--- config.mk ---
export PLATFORM = sky130hd
export DESIGN_NAME = frame_fetch_ctrl
export DESIGN_NICKNAME = d
export VERILOG_FILES = /design/src/rtl/frame_fetch_ctrl.sv
export SDC_FILE = /design/constraint.sdc
export NUM_CORES = 1
export LEC_CHECK = 0
export CORE_MARGIN = 3
export CORE_UTILIZATION = 41
export DETAILED_ROUTE_END_ITERATION = 12
export SLEW_MARGIN = 5
export SYNTH_ARGS = -nofsm -noshare
export SYNTH_HDL_FRONTEND = slang
export SYNTH_SLANG_ARGS = --single-unit
--- constraint.sdc ---
create_clock -name clk -period 9.7 [get_ports clk]
set_input_delay 0.97 -clock clk [delete_from_list [all_inputs] [get_ports clk]]
set_output_delay 0.97 -clock clk [all_outputs]
set_load 0.1 [all_outputs]
--- src/rtl/frame_fetch_ctrl.sv ---
// frame_fetch_ctrl: issues DRAM line-read bursts into the pixel FIFO.
// Ports: clk/rst (sync, low), frame_start/line_req pulses, writer buffer
// handoff (wr_buf_done/wr_buf_idx), fifo_level/buf_we credit inputs,
// kick/busy request handshake with read_addr/read_num, and status
// outputs rd_buf_idx, line_idx, drop_cnt.
module frame_fetch_ctrl #(
  parameter int          X_SIZE       = 1600,
  parameter int          Y_SIZE       = 900,
  parameter int          NUM_BUFS     = 2,
  parameter logic [31:0] BASE_ADDR    = 32'h0000_0000,
  parameter logic [31:0] FRAME_STRIDE = 32'h0060_0000,
  parameter int          MAX_BURST    = 256,
  parameter int          FIFO_DEPTH   = 8192,
  localparam int         BUF_W        =
    (NUM_BUFS > 2) ? $clog2(NUM_BUFS) : 1
) (
  input  logic             clk,
  input  logic             rst,
  input  logic             frame_start,
  input  logic             line_req,
  input  logic             wr_buf_done,
  input  logic [BUF_W-1:0] wr_buf_idx,
  input  logic [15:0]      fifo_level,
  input  logic             buf_we,
  output logic             kick,
  input  logic             busy,
  output logic [31:0]      read_addr,
  output logic [31:0]      read_num,
  output logic [BUF_W-1:0] rd_buf_idx,
  output logic [11:0]      line_idx,
  output logic [15:0]      drop_cnt
);

  typedef enum logic [1:0] {
    IDLE,
    WAIT_CREDIT,
    KICK,
    WAIT_BUSY_LOW
  } state_t;

  localparam logic [11:0] Y_END = 12'(Y_SIZE);
  localparam logic [31:0] X_W   = 32'(X_SIZE);
  localparam logic [31:0] MAX_W = 32'(MAX_BURST);
  localparam logic [31:0] DEP_W = 32'(FIFO_DEPTH);

  state_t           state, state_d;
  logic             kick_d;
  logic [31:0]      addr_d, num_d;
  logic [BUF_W-1:0] rd_d;
  logic [11:0]      line_d;
  logic [15:0]      drop_d;

  logic [31:0]      offset, off_d;
  logic [16:0]      pending, pend_d;
  logic [1:0]       queue, q_d;
  logic [BUF_W-1:0] newest_idx, newest_d;
  logic             new_valid, nv_d;
  logic             abort, abort_d;
  logic             accept;

  logic [31:0] used, credit, remain, burst;
  logic [31:0] line_addr, off_sum;

  // burst sizing and address of the next chunk of the current line
  always_comb begin
    used   = 32'(fifo_level) + 32'(pending);
    credit = (used >= DEP_W) ? '0 : DEP_W - used;
    remain = X_W - offset;
    burst  = MAX_W;
    if (remain < burst) burst = remain;
    if (credit < burst) burst = credit;
    line_addr = BASE_ADDR
              + 32'(rd_buf_idx) * FRAME_STRIDE
              + ((32'(line_idx) * X_W + offset) << 2);
    off_sum = offset + read_num;
  end

  always_comb begin
    state_d  = state;
    kick_d   = kick;
    addr_d   = read_addr;
    num_d    = read_num;
    rd_d     = rd_buf_idx;
    line_d   = line_idx;
    drop_d   = drop_cnt;
    off_d    = offset;
    q_d      = queue;
    newest_d = newest_idx;
    nv_d     = new_valid;
    abort_d  = abort;
    accept   = 1'b0;

    if (wr_buf_done) begin
      newest_d = wr_buf_idx;
      nv_d     = 1'b1;
    end

    // a buffer finishing on the frame edge is shown immediately
    if (frame_start) begin
      if (wr_buf_done) begin
        rd_d = wr_buf_idx;
        nv_d = 1'b0;
      end else if (new_valid) begin
        rd_d = newest_idx;
        nv_d = 1'b0;
      end
    end

    if (line_req && !frame_start) begin
      if (queue == 2'd2 || line_idx == Y_END) begin
        if (drop_cnt != 16'hFFFF)
          drop_d = drop_cnt + 16'd1;
      end else begin
        q_d = queue + 2'd1;
      end
    end

    unique case (state)
      IDLE: begin
        // q_d already holds this cycle's request: saves a cycle
        if (!frame_start && q_d != 2'd0 && line_idx < Y_END)
          state_d = WAIT_CREDIT;
      end
      WAIT_CREDIT: begin
        if (frame_start) begin
          state_d = IDLE;
        end else if (burst != '0) begin
          addr_d  = line_addr;
          num_d   = burst;
          kick_d  = 1'b1;
          state_d = KICK;
        end
      end
      KICK: begin
        if (busy) begin
          accept  = 1'b1;
          kick_d  = 1'b0;
          state_d = WAIT_BUSY_LOW;
          if (frame_start) abort_d = 1'b1;
        end else if (frame_start) begin
          kick_d  = 1'b0;
          state_d = IDLE;
        end
      end
      WAIT_BUSY_LOW: begin
        if (frame_start) abort_d = 1'b1;
        if (!busy) begin
          abort_d = 1'b0;
          if (abort || frame_start) begin
            state_d = IDLE;
          end else if (off_sum >= X_W) begin
            off_d   = '0;
            line_d  = line_idx + 12'd1;
            q_d     = q_d - 2'd1;
            state_d = IDLE;
          end else begin
            off_d   = off_sum;
            state_d = WAIT_CREDIT;
          end
        end
      end
    endcase

    if (frame_start) begin
      line_d = '0;
      off_d  = '0;
      q_d    = '0;
    end

    pend_d = pending;
    if (accept) pend_d = pending + 17'(read_num);
    if (buf_we && pend_d != '0) pend_d = pend_d - 17'd1;
  end

  always_ff @(posedge clk) begin
    if (!rst) begin
      state      <= IDLE;
      kick       <= 1'b0;
      read_addr  <= '0;
      read_num   <= '0;
      rd_buf_idx <= '0;
      line_idx   <= '0;
      drop_cnt   <= '0;
      offset     <= '0;
      pending    <= '0;
      queue      <= '0;
      newest_idx <= '0;
      new_valid  <= 1'b0;
      abort      <= 1'b0;
    end else begin
      state      <= state_d;
      kick       <= kick_d;
      read_addr  <= addr_d;
      read_num   <= num_d;
      rd_buf_idx <= rd_d;
      line_idx   <= line_d;
      drop_cnt   <= drop_d;
      offset     <= off_d;
      pending    <= pend_d;
      queue      <= q_d;
      newest_idx <= newest_d;
      new_valid  <= nv_d;
      abort      <= abort_d;
    end
  end

endmodule

==> impl_metrics.json <==
{
  "die_w_um": 191,
  "reg_clk_slew_reported_paths_ns": 0.07,
  "layout_commonest_cell": "ha_1",
  "rsz_0062_raised_after_global_routing": "false",
  "layout.cell_area.non_filler_um2": 16300,
  "maximum_capacitance_violations": 0,
  "dr_total_vias": 13851,
  "power_leakage_nw": 6.87,
  "synthesis.area_per_instance_um2": 7.75,
  "post_route_cells_drive_above_1_share_pct": 4.69,
  "number_of_violations_reported_at_the_end_of_detailed_routing_iteration_0": 1129,
  "drt-total-wl_um": 44200,
  "cts_inserted_buffers": 17,
  "avgRoutedWirePerCell_um": 18.7,
  "ctsHoldBuffers": 0,
  "filler_cell_count": 3380,
  "floorplan.initialDensity_pct": 41.8,
  "setup.worst_path.class": "in2reg",
  "timing.max_slew.rel_slack_pct": 11.7,
  "postRouteAntennaNets": 0,
  "detail_route.drc_violations": 0,
  "synthesis.area_um2": 14100,
  "min_path_type": "reg2reg",
  "synth_cells": 1816,
  "grt_overflow_total": 0,
  "most_frequent_cells_in_the_layout": "ha_1 (167), dfxtp_1 (148), o21ai_0 (137)",
  "placeableCoreArea_um2": 33700,
  "final.period_utilization_pct": 83.7,
  "place.detailed.instances": 2334,
  "grt_antenna_before_repair": 0,
  "asyncSetResetFlopFracSynth_pct": 0,
  "dpl.hpwl_um": 34300,
  "final_nets": 2108,
  "report.final.slew_viol_count": 0,
  "via_count_of_the_first_global_routing_pass": 13109,
  "grtUsageTotal_pct": 24.0,
  "worst-slew-pin-transition_ns": 1.32,
  "grt_max_degree": 64,
  "report.final.setup_viol": 0,
  "outcome": "finished, final reports clean",
  "dieHeight_um": 191,
  "worst_ir_drop_vdd_uv": 122,
  "htree_levels": 4,
  "via_per_inst": 5.85,
  "multiInputGateArea_um2": 10500,
  "power.density_nw_per_um2": 143,
  "postCtsResizedCells": 0,
  "ys_types": 83,
  "dieArea_um2": 36600,
  "cts-root-to-sink-buffers": 2,
  "clock_tree.root_cell": "clkbuf_16",
  "ys_ff_latch": 148,
  "grt_first_pass_wirelength_um": 70400,
  "setup.worst_path.start_class": "primary input",
  "clock_tree_from_tritoncts": "yes",
  "clock_sinks": 148,
  "area_growth_syn_to_layout_pct": 15.5,
  "finalHoldViolations": 0,
  "final_cells": 2366,
  "post-route-min-period_ns": 8.11,
  "seq_area_frac_synth_pct": 21.0,
  "num_antenna_cells": 0,
  "gpl.final_weighted_congestion": 0.912,
  "drt-pass1-iter-count": 5,
  "synth_edf_count": 0,
  "path_max_fanout": 17,
  "yosys_warns": 0,
  "leading_register_cell_type_out_of_synthesis": "dfxtp_1",
  "data_required_time_of_the_worst_path_ns": 10.05,
  "io_buffer_count": 115,
  "fmax_mhz": 123,
  "seqCellArea_um2": 2960,
  "placedInstanceArea_um2": 15600,
  "post-cts-setup-buffers": 0,
  "crit_path_end_kind": "register",
  "timing.reg2reg.setup_slack_ns": 2.05,
  "setup_skew_ns": 0.0112,
  "clock_insertion_delay_worst_skew_ns": 0.43,
  "floorplan.rows": 67,
  "ios": 118,
  "arrival_ns": 8.47,
  "final.setup.tns_ns": 0
}
-- sequential cells by signal, summed over array words and instances, names as in the netlist, 2 cells and up --
| signal | count |
|---|---|
| drop_cnt | 16 |
| line_idx | 12 |
| offset | 32 |
| pending | 17 |
| queue | 2 |
| read_addr | 30 |
| read_num | 32 |
| state | 2 |
-- power breakdown --
part           total [W]  switching (W)  leakage, nW  internal (W)
registers       0.000686      0.0000485         1.19      0.000637
logic           0.000938       0.000595         5.38      0.000343
clock network   0.000696       0.000325        0.291      0.000371
-- per-stage QoR --
step	setup WS (ns)	total power (W)	hold slack (ns)	util [%]
after floorplan	2.51	0.00140	0.455	-
after global placement	1.27	0.00161	0.469	46.4
after detailed placement	1.21	0.00162	0.469	46.4
after CTS	1.65	0.00233	0.485	48.2
after global routing	0.879	0.00247	0.519	48.2
final	1.59	0.00232	0.480	48.2
-- area by class of cell --
cell class                 instances  share of cell area (%)
multi-input combinational       1519                    64.8
sequential                       148                    18.2
timing repair buffer             128                    7.65
tap                              448                    3.45
clock buffer                      17                    2.62
inverter                          91                    2.10
clock inverter                    15                    1.12
-- path summary, 6_finish.rpt --
path | startpoint | endpoint | cells after the start
max | fifo_level[0] | read_addr[5] | 23
min | read_addr[28] | read_addr[28] | 2
max reg2reg | offset[3] | read_addr[5] | 21
min reg2reg | read_addr[28] | read_addr[28] | 2
-- Yosys cell counts (all sizes together) (9+ instances only) --
cell type / instances / share of area [%]
or2: 14 / 0.62
nand4: 30 / 1.3
mux2i: 20 / 1.4
clkbuf: 70 / 1.9
nand3b: 14 / 0.75
a21oi: 129 / 4.6
nand2b: 22 / 0.98
fa: 12 / 1.7
a31oi: 15 / 0.77
nor2: 138 / 3.7
nand3: 66 / 2.3
and2: 19 / 0.84
or4: 11 / 0.61
nor3: 55 / 2.0
o211ai: 20 / 1.1
inv: 91 / 2.4
buf: 13 / 0.55
o21ai: 140 / 5.0
a221oi: 11 / 0.68
nor2b: 17 / 0.76
o21a: 26 / 1.4
dfxtp: 148 / 21
xor2: 41 / 2.6
and3: 39 / 1.7
o2111ai: 9 / 0.56
a2111oi: 9 / 0.56
or3: 24 / 1.1
nor3b: 11 / 0.59
a21o: 31 / 1.7
xnor2: 82 / 5.1
nor4b: 12 / 0.75
nor4: 23 / 1.2
a211oi: 30 / 1.6
ha: 167 / 15
nand2: 128 / 3.4
-- cell families after synthesis --
| logic type | after synthesis | synth area share [%] |
|---|---|---|
| buffers and inverters | 174 | 4.86 |
| DFF | 148 | 21.0 |
| muxes | 27 | 2.01 |
| other | 2 | 0.0533 |
| adders and majority gates | 179 | 16.5 |
| and+or+nand+nor | 644 | 23.9 |
| AOI/OAI and AO/OA | 519 | 23.9 |
| xor gates and xnor gates | 123 | 7.65 |
-- critical path: stages --
cell and delay, ns:
clkdlybuf4s50_1 0.40, ha_1 0.23, fa_1 0.40, a211oi_1 0.61, o211ai_1 0.25, a211oi_1 0.47
nor4b_1 0.43, and2_1 0.21, a41oi_1 0.12, or2_0 0.47, nor3_1 0.46, ha_1 0.32
a211oi_1 0.20, o21ai_0 0.12, a221oi_1 0.32, a2111oi_0 0.26, a21oi_1 0.19, a31oi_1 0.08
a31oi_4 0.60, mux2i_2 0.79, buf_4 0.31, o21ai_0 0.09, a21oi_1 0.16
-- routing by layer --
metal  track usage, %  vias up  share of wire, %
li1                 -     6853                 -
met1             32.6     6546                46
met2             39.6      395                46
met3             3.61       57               5.7
met4             6.63        0               2.3
met5                0        -                 0
Note: power is estimated with default switching activity, not from simulation.
==> RTL edit 1, RTL diff (config.mk and constraints unchanged) <==
Reset style: asynchronous (`rst`), changed in one clocked block.
--- a/src/rtl/frame_fetch_ctrl.sv
+++ b/src/rtl/frame_fetch_ctrl.sv
@@ -172,7 +172,7 @@
     if (buf_we && pend_d != '0) pend_d = pend_d - 17'd1;
   end
 
-  always_ff @(posedge clk) begin
+  always_ff @(posedge clk or negedge rst) begin
     if (!rst) begin
       state      <= IDLE;
       kick       <= 1'b0;
Formal check against the unedited RTL: differs if rst is asserted again (counterexample within 4 cycles, from zero or initial values and one cycle with rst low); with rst held inactive, the same outputs for 4 cycles.
==> RTL edit 1 against the unedited design <==
Maximum frequency is 5.7% higher; final area up 4.3%; combinational power up 79%; wire length shrank 2.7%; total power up 39%; worst setup slack improved by 0.44 ns; worst hold slack better by 0.0062 ns; count of clock-buffer cells in the layout is 2 higher; synthesized area is 4.9% higher; via count decreased by 2.6%; sequential cell count unchanged; largest cell class unchanged.
==> RTL edit 1: results (changes against the unedited design) <==
Min path
The number of cells on the worst hold path is 1 (was 2). The hold path endpoint is read_addr[23] (was read_addr[28]).

Synthesis
Biggest area contributors in the synthesized netlist: sky130_fd_sc_hd__dfrtp_1 (25%), sky130_fd_sc_hd__ha_1 (14%), sky130_fd_sc_hd__xnor2_1 (4.0%) (was sky130_fd_sc_hd__dfxtp_1 (21%), sky130_fd_sc_hd__ha_1 (15%), sky130_fd_sc_hd__xnor2_1 (5.1%)). The adder-cell area share of the yosys netlist is 15.9% (was 16.5%). The post-synthesis sequential area ratio is 25.1% (was 21.0%). The portion of netlist area occupied by mux cells came to 3.92% (was 2.01%). The most frequently used flop master after synthesis is sky130_fd_sc_hd__dfrtp_1 (was sky130_fd_sc_hd__dfxtp_1). The number of different library cells in the post-synthesis netlist was 87 (was 83).

Drt
The number of DRC violations after detailed-routing iteration 0 is 1,001 (was 1,129). The met3 layer wire length in the routed design is 1900 um (was 2520 um). The total number of vias is 13,497 (was 13,851).

Final layout
The final net count is 2,041 (was 2,108).

Global route
The met3 usage came to 2.58% (was 3.61%). The fraction of met2 tracks used by global routing is 35.2% (was 39.6%). The largest net degree at the start of global routing was 82 (was 64). The first-pass GRT wire length is 69,300 um (was 70,400 um).

Worst setup path
The capture point of the worst path is read_addr[22] (was read_addr[5]). The worst flop-to-flop path startpoint is offset[0] (was offset[3]). The worst stage delay on the critical path is 0.68 ns (was 0.79 ns). The worst-case reg-to-reg path depth is 20 (was 21).

The maximum fanout encountered on the critical timing path is 71 (was 17). The minimum setup slack among reg-to-reg paths is 2.54 ns (was 2.05 ns).

Run status
Result of the run: complete, no violations (unchanged).

Power
The net switching component of the power is 1560 uW (was 968 uW). The power in the clock group is 692 uW (was 696 uW). The highest ir drop seen on vdd is 0.000201 V (was 0.000122 V).

STA
The transition at the pin with the smallest max-transition slack is 1.03 ns (was 1.32 ns).

Placement
The area after detailed placement came to 16,400 um2 (was 15,600 um2). The detailed-placement wirelength estimate came to 33,500 um (was 34,300 um).
## RTL edit 1: cell families after synthesis
group / count (synthesis)
DFF: 148
AOI/OAI and AO/OA: 483
muxes: 53
adders and majority gates: 180
other: 2
buffers and inverters: 168
and+or+nand+nor: 586
xor gates and xnor gates: 116
## RTL edit 1: through the flow
stage | power (uW) | std cells | worst slack (ns) | util, % | hold slack (ns)
2_1_floorplan | 2090 | 1761 | 3.10 | - | 0.459
3_3_place_gp | 2490 | 2273 | 1.80 | 46.7 | 0.468
3_5_place_dp | 2510 | 2273 | 1.62 | 46.7 | 0.476
4_1_cts | 3220 | 2305 | 2.07 | 48.4 | 0.493
5_1_grt | 3420 | 2305 | 1.46 | 48.4 | 0.512
6_report | 3220 | 2305 | 2.02 | 48.4 | 0.487
## RTL edit 1: final cells by class
type                       instances  area [um2]
timing repair buffer             122        1200
inverter                         103         387
multi-input combinational       1445       10500
clock inverter                    13         146
sequential                       148        3700
tap                              455         569
fill                            3441       18100
clock buffer                      19         453
==> RTL edit 2, RTL diff (config.mk and constraints unchanged) <==
Without the edit above. `NUM_BUFS`: 2 -> 8.
--- a/src/rtl/frame_fetch_ctrl.sv
+++ b/src/rtl/frame_fetch_ctrl.sv
@@ -6,7 +6,7 @@
 module frame_fetch_ctrl #(
   parameter int          X_SIZE       = 1600,
   parameter int          Y_SIZE       = 900,
-  parameter int          NUM_BUFS     = 2,
+  parameter int          NUM_BUFS     = 8,
   parameter logic [31:0] BASE_ADDR    = 32'h0000_0000,
   parameter logic [31:0] FRAME_STRIDE = 32'h0060_0000,
   parameter int          MAX_BURST    = 256,
Ports: changed (resized rd_buf_idx and wr_buf_idx); port bits go from 118 to 122. The function was not compared with the original's and may differ.
==> RTL edit 2 against the unedited design <==
Sequential cell count increased by 4; total power decreased by 2.5%; synthesized area increased by 5.1%; clock skew decreased by 0.0012 ns; critical path depth unchanged; final cell count increased by 4.9%; worst setup slack improved by 0.13 ns; non-clock buffer count increased by 6; critical path type unchanged; wire length increased by 3.3%; combinational power decreased by 10%; final area increased by 4.9%; synthesized cell count increased by 6.1%; maximum frequency increased by 1.6%.
==> RTL edit 2: results (changes against the unedited design) <==
Synthesis
The number of cells produced by synthesis came to 1,926 (was 1,816). The total number of yosys warnings is 0 (unchanged). Most common library cells after synthesis: sky130_fd_sc_hd__nand2_1 (232), sky130_fd_sc_hd__ha_1 (173), sky130_fd_sc_hd__dfxtp_1 (152), sky130_fd_sc_hd__a21oi_1 (140), sky130_fd_sc_hd__nor2_1 (136) (was sky130_fd_sc_hd__ha_1 (167), sky130_fd_sc_hd__dfxtp_1 (148), sky130_fd_sc_hd__nor2_1 (137), sky130_fd_sc_hd__o21ai_0 (137), sky130_fd_sc_hd__a21oi_1 (129)). The post-synthesis sequential area ratio is 20.6% (was 21.0%). Biggest area contributors in the synthesized netlist: sky130_fd_sc_hd__dfxtp_1 (21%), sky130_fd_sc_hd__ha_1 (15%), sky130_fd_sc_hd__nand2_1 (5.9%) (was sky130_fd_sc_hd__dfxtp_1 (21%), sky130_fd_sc_hd__ha_1 (15%), sky130_fd_sc_hd__xnor2_1 (5.1%)).

The number of different library cells in the post-synthesis netlist is 87 (was 83).

Worst setup path
The critical path data arrival time is 8.27 ns (was 8.47 ns). The worst stage delay on the critical path is 0.71 ns (was 0.79 ns). The library cell contributing the largest single delay on the critical path is sky130_fd_sc_hd__nor4_1 (was sky130_fd_sc_hd__mux2i_2). The minimum setup slack among reg-to-reg paths is 2.18 ns (was 2.05 ns). The worst setup path startpoint was fifo_level[3] (was fifo_level[0]). The kind of cell adding the most delay to the critical path was simple AND/OR/NAND/NOR gates (was compound AO/OA/AOI/OAI gates).

The maximum fanout encountered on the critical timing path was 21 (was 17). The worst flop-to-flop path startpoint was line_idx[2] (was offset[3]).

Placement
The area after detailed placement is 16,400 um2 (was 15,600 um2). The routability congestion estimate from global placement is 0.906 (was 0.912). The count of port buffers added during placement is 119 (was 115). The detailed-placement wirelength estimate is 35,700 um (was 34,300 um).

Power
The static leakage is 0.00745 uW (was 0.00687 uW). The highest ir drop seen on vdd is 0.000121 V (was 0.000122 V).

Drt
The met2 layer wire length in the routed design is 20,300 um (was 20,500 um). The number of DRC violations after detailed-routing iteration 0 is 1,226 (was 1,129). The number of vias per cell after detailed routing was 5.85 (about the same). The met3 layer wire length in the routed design is 2480 um (was 2520 um).

The number of optimization iterations in the first detailed-route pass is 6 (was 5).

Final layout
The fraction of final layout cells with drive strength greater than 1 is 4.09% (was 4.69%). The final net count came to 2,227 (was 2,108). The final standard cell count with taps included and fillers excluded is 2,483 (was 2,366).

STA
The final worst clock skew is 0.00991 ns (was 0.0112 ns). The relative slew slack came to 27.5% (was 11.7%).

Global route
The first-pass GRT wire length was 71,900 um (was 70,400 um). The initial antenna violation count is 0 (unchanged). The largest net degree at the start of global routing is 85 (was 64). The combined global-route utilization of all metal layers was 22.9% (was 24.0%). The via count of the first global-routing pass is 13,394 (was 13,109).

Clock tree
The clock root buffer is sky130_fd_sc_hd__clkbuf_16 (unchanged).

Min path
The beginning of the worst hold path was read_addr[31] (was read_addr[28]).

Run status
Result of the run: complete, no violations (unchanged).
RTL edit 2: cell types whose count changed in the layout (fill, tap and decap cells not counted), sizes merged, moves of 12 or more:
cell   change
nand2    +104
mux2i     +44
o21ai     -36
a21o      +15
o21a      -15
xnor2     -15
inv       +14
nand3     -14
xor2      -12
RTL edit 2: final cells by class:
class,count,area [um2]
clock buffers,17,425
clock inverters,15,203
fillers,3464,18000
inverters,107,402
multi-input cells,1603,11100
flip-flops and latches,152,3040
well taps,455,569
repair buffers,134,1310
RTL edit 2: cell families (layout without fill, tap and decap cells):
group	after synthesis	in the layout	share of synthesized area (%)
AND/OR/NAND/NOR	726	726	24.8
flip-flops	152	152	20.6
other	2	27	0.0508
XOR/XNOR	96	96	5.68
adder cells (fa/ha/maj)	186	186	16.4
AO/OA/AOI/OAI	500	500	22.5
buffers and inverters	196	273	5.32
multiplexers	68	68	4.63
RTL edit 2: routing by layer:
metal | global-route usage (%) | up-vias
met5 | 0 | -
met4 | 5.12 | 0
met3 | 2.82 | 50
met2 | 36.1 | 440
met1 | 33.3 | 6798
li1 | - | 7249
RTL edit 2: path summary, 6_finish.rpt:
kind                         to  cells after the start
setup / recovery   read_num[22]                     23
hold / removal    read_addr[31]                      2
setup reg to reg  read_addr[27]                     32
hold reg to reg   read_addr[31]                      2
RTL edit 2: power breakdown:
| part | internal (uW) | leakage (uW) | switching [uW] |
|---|---|---|---|
| sequential | 651 | 0.00123 | 44.1 |
| combinational | 315 | 0.00592 | 525 |
| clock | 416 | 0.000306 | 311 |
| total | 1380 | 0.00745 | 880 |
RTL edit 2: stage by stage:
step | setup WS (ns) | hold WS (ns) | util (%)
floorplan | 2.52 | 0.422 | -
global placement | 1.57 | 0.438 | 46.8
detailed placement | 1.41 | 0.452 | 46.8
CTS | 1.85 | 0.463 | 48.6
global route | 1.07 | 0.485 | 48.6
finish | 1.71 | 0.460 | 48.6
RTL edit 2: worst register-to-register path, delay by kind of cell, from the launching register on:
family	cells	cell delay, ns
buffers and inverters	5	0.38
AO/OA/AOI/OAI	13	2.72
flip-flops	1	0.52
AND/OR/NAND/NOR	6	0.73
XOR/XNOR	2	0.82
adder cells (fa/ha/maj)	6	2.23
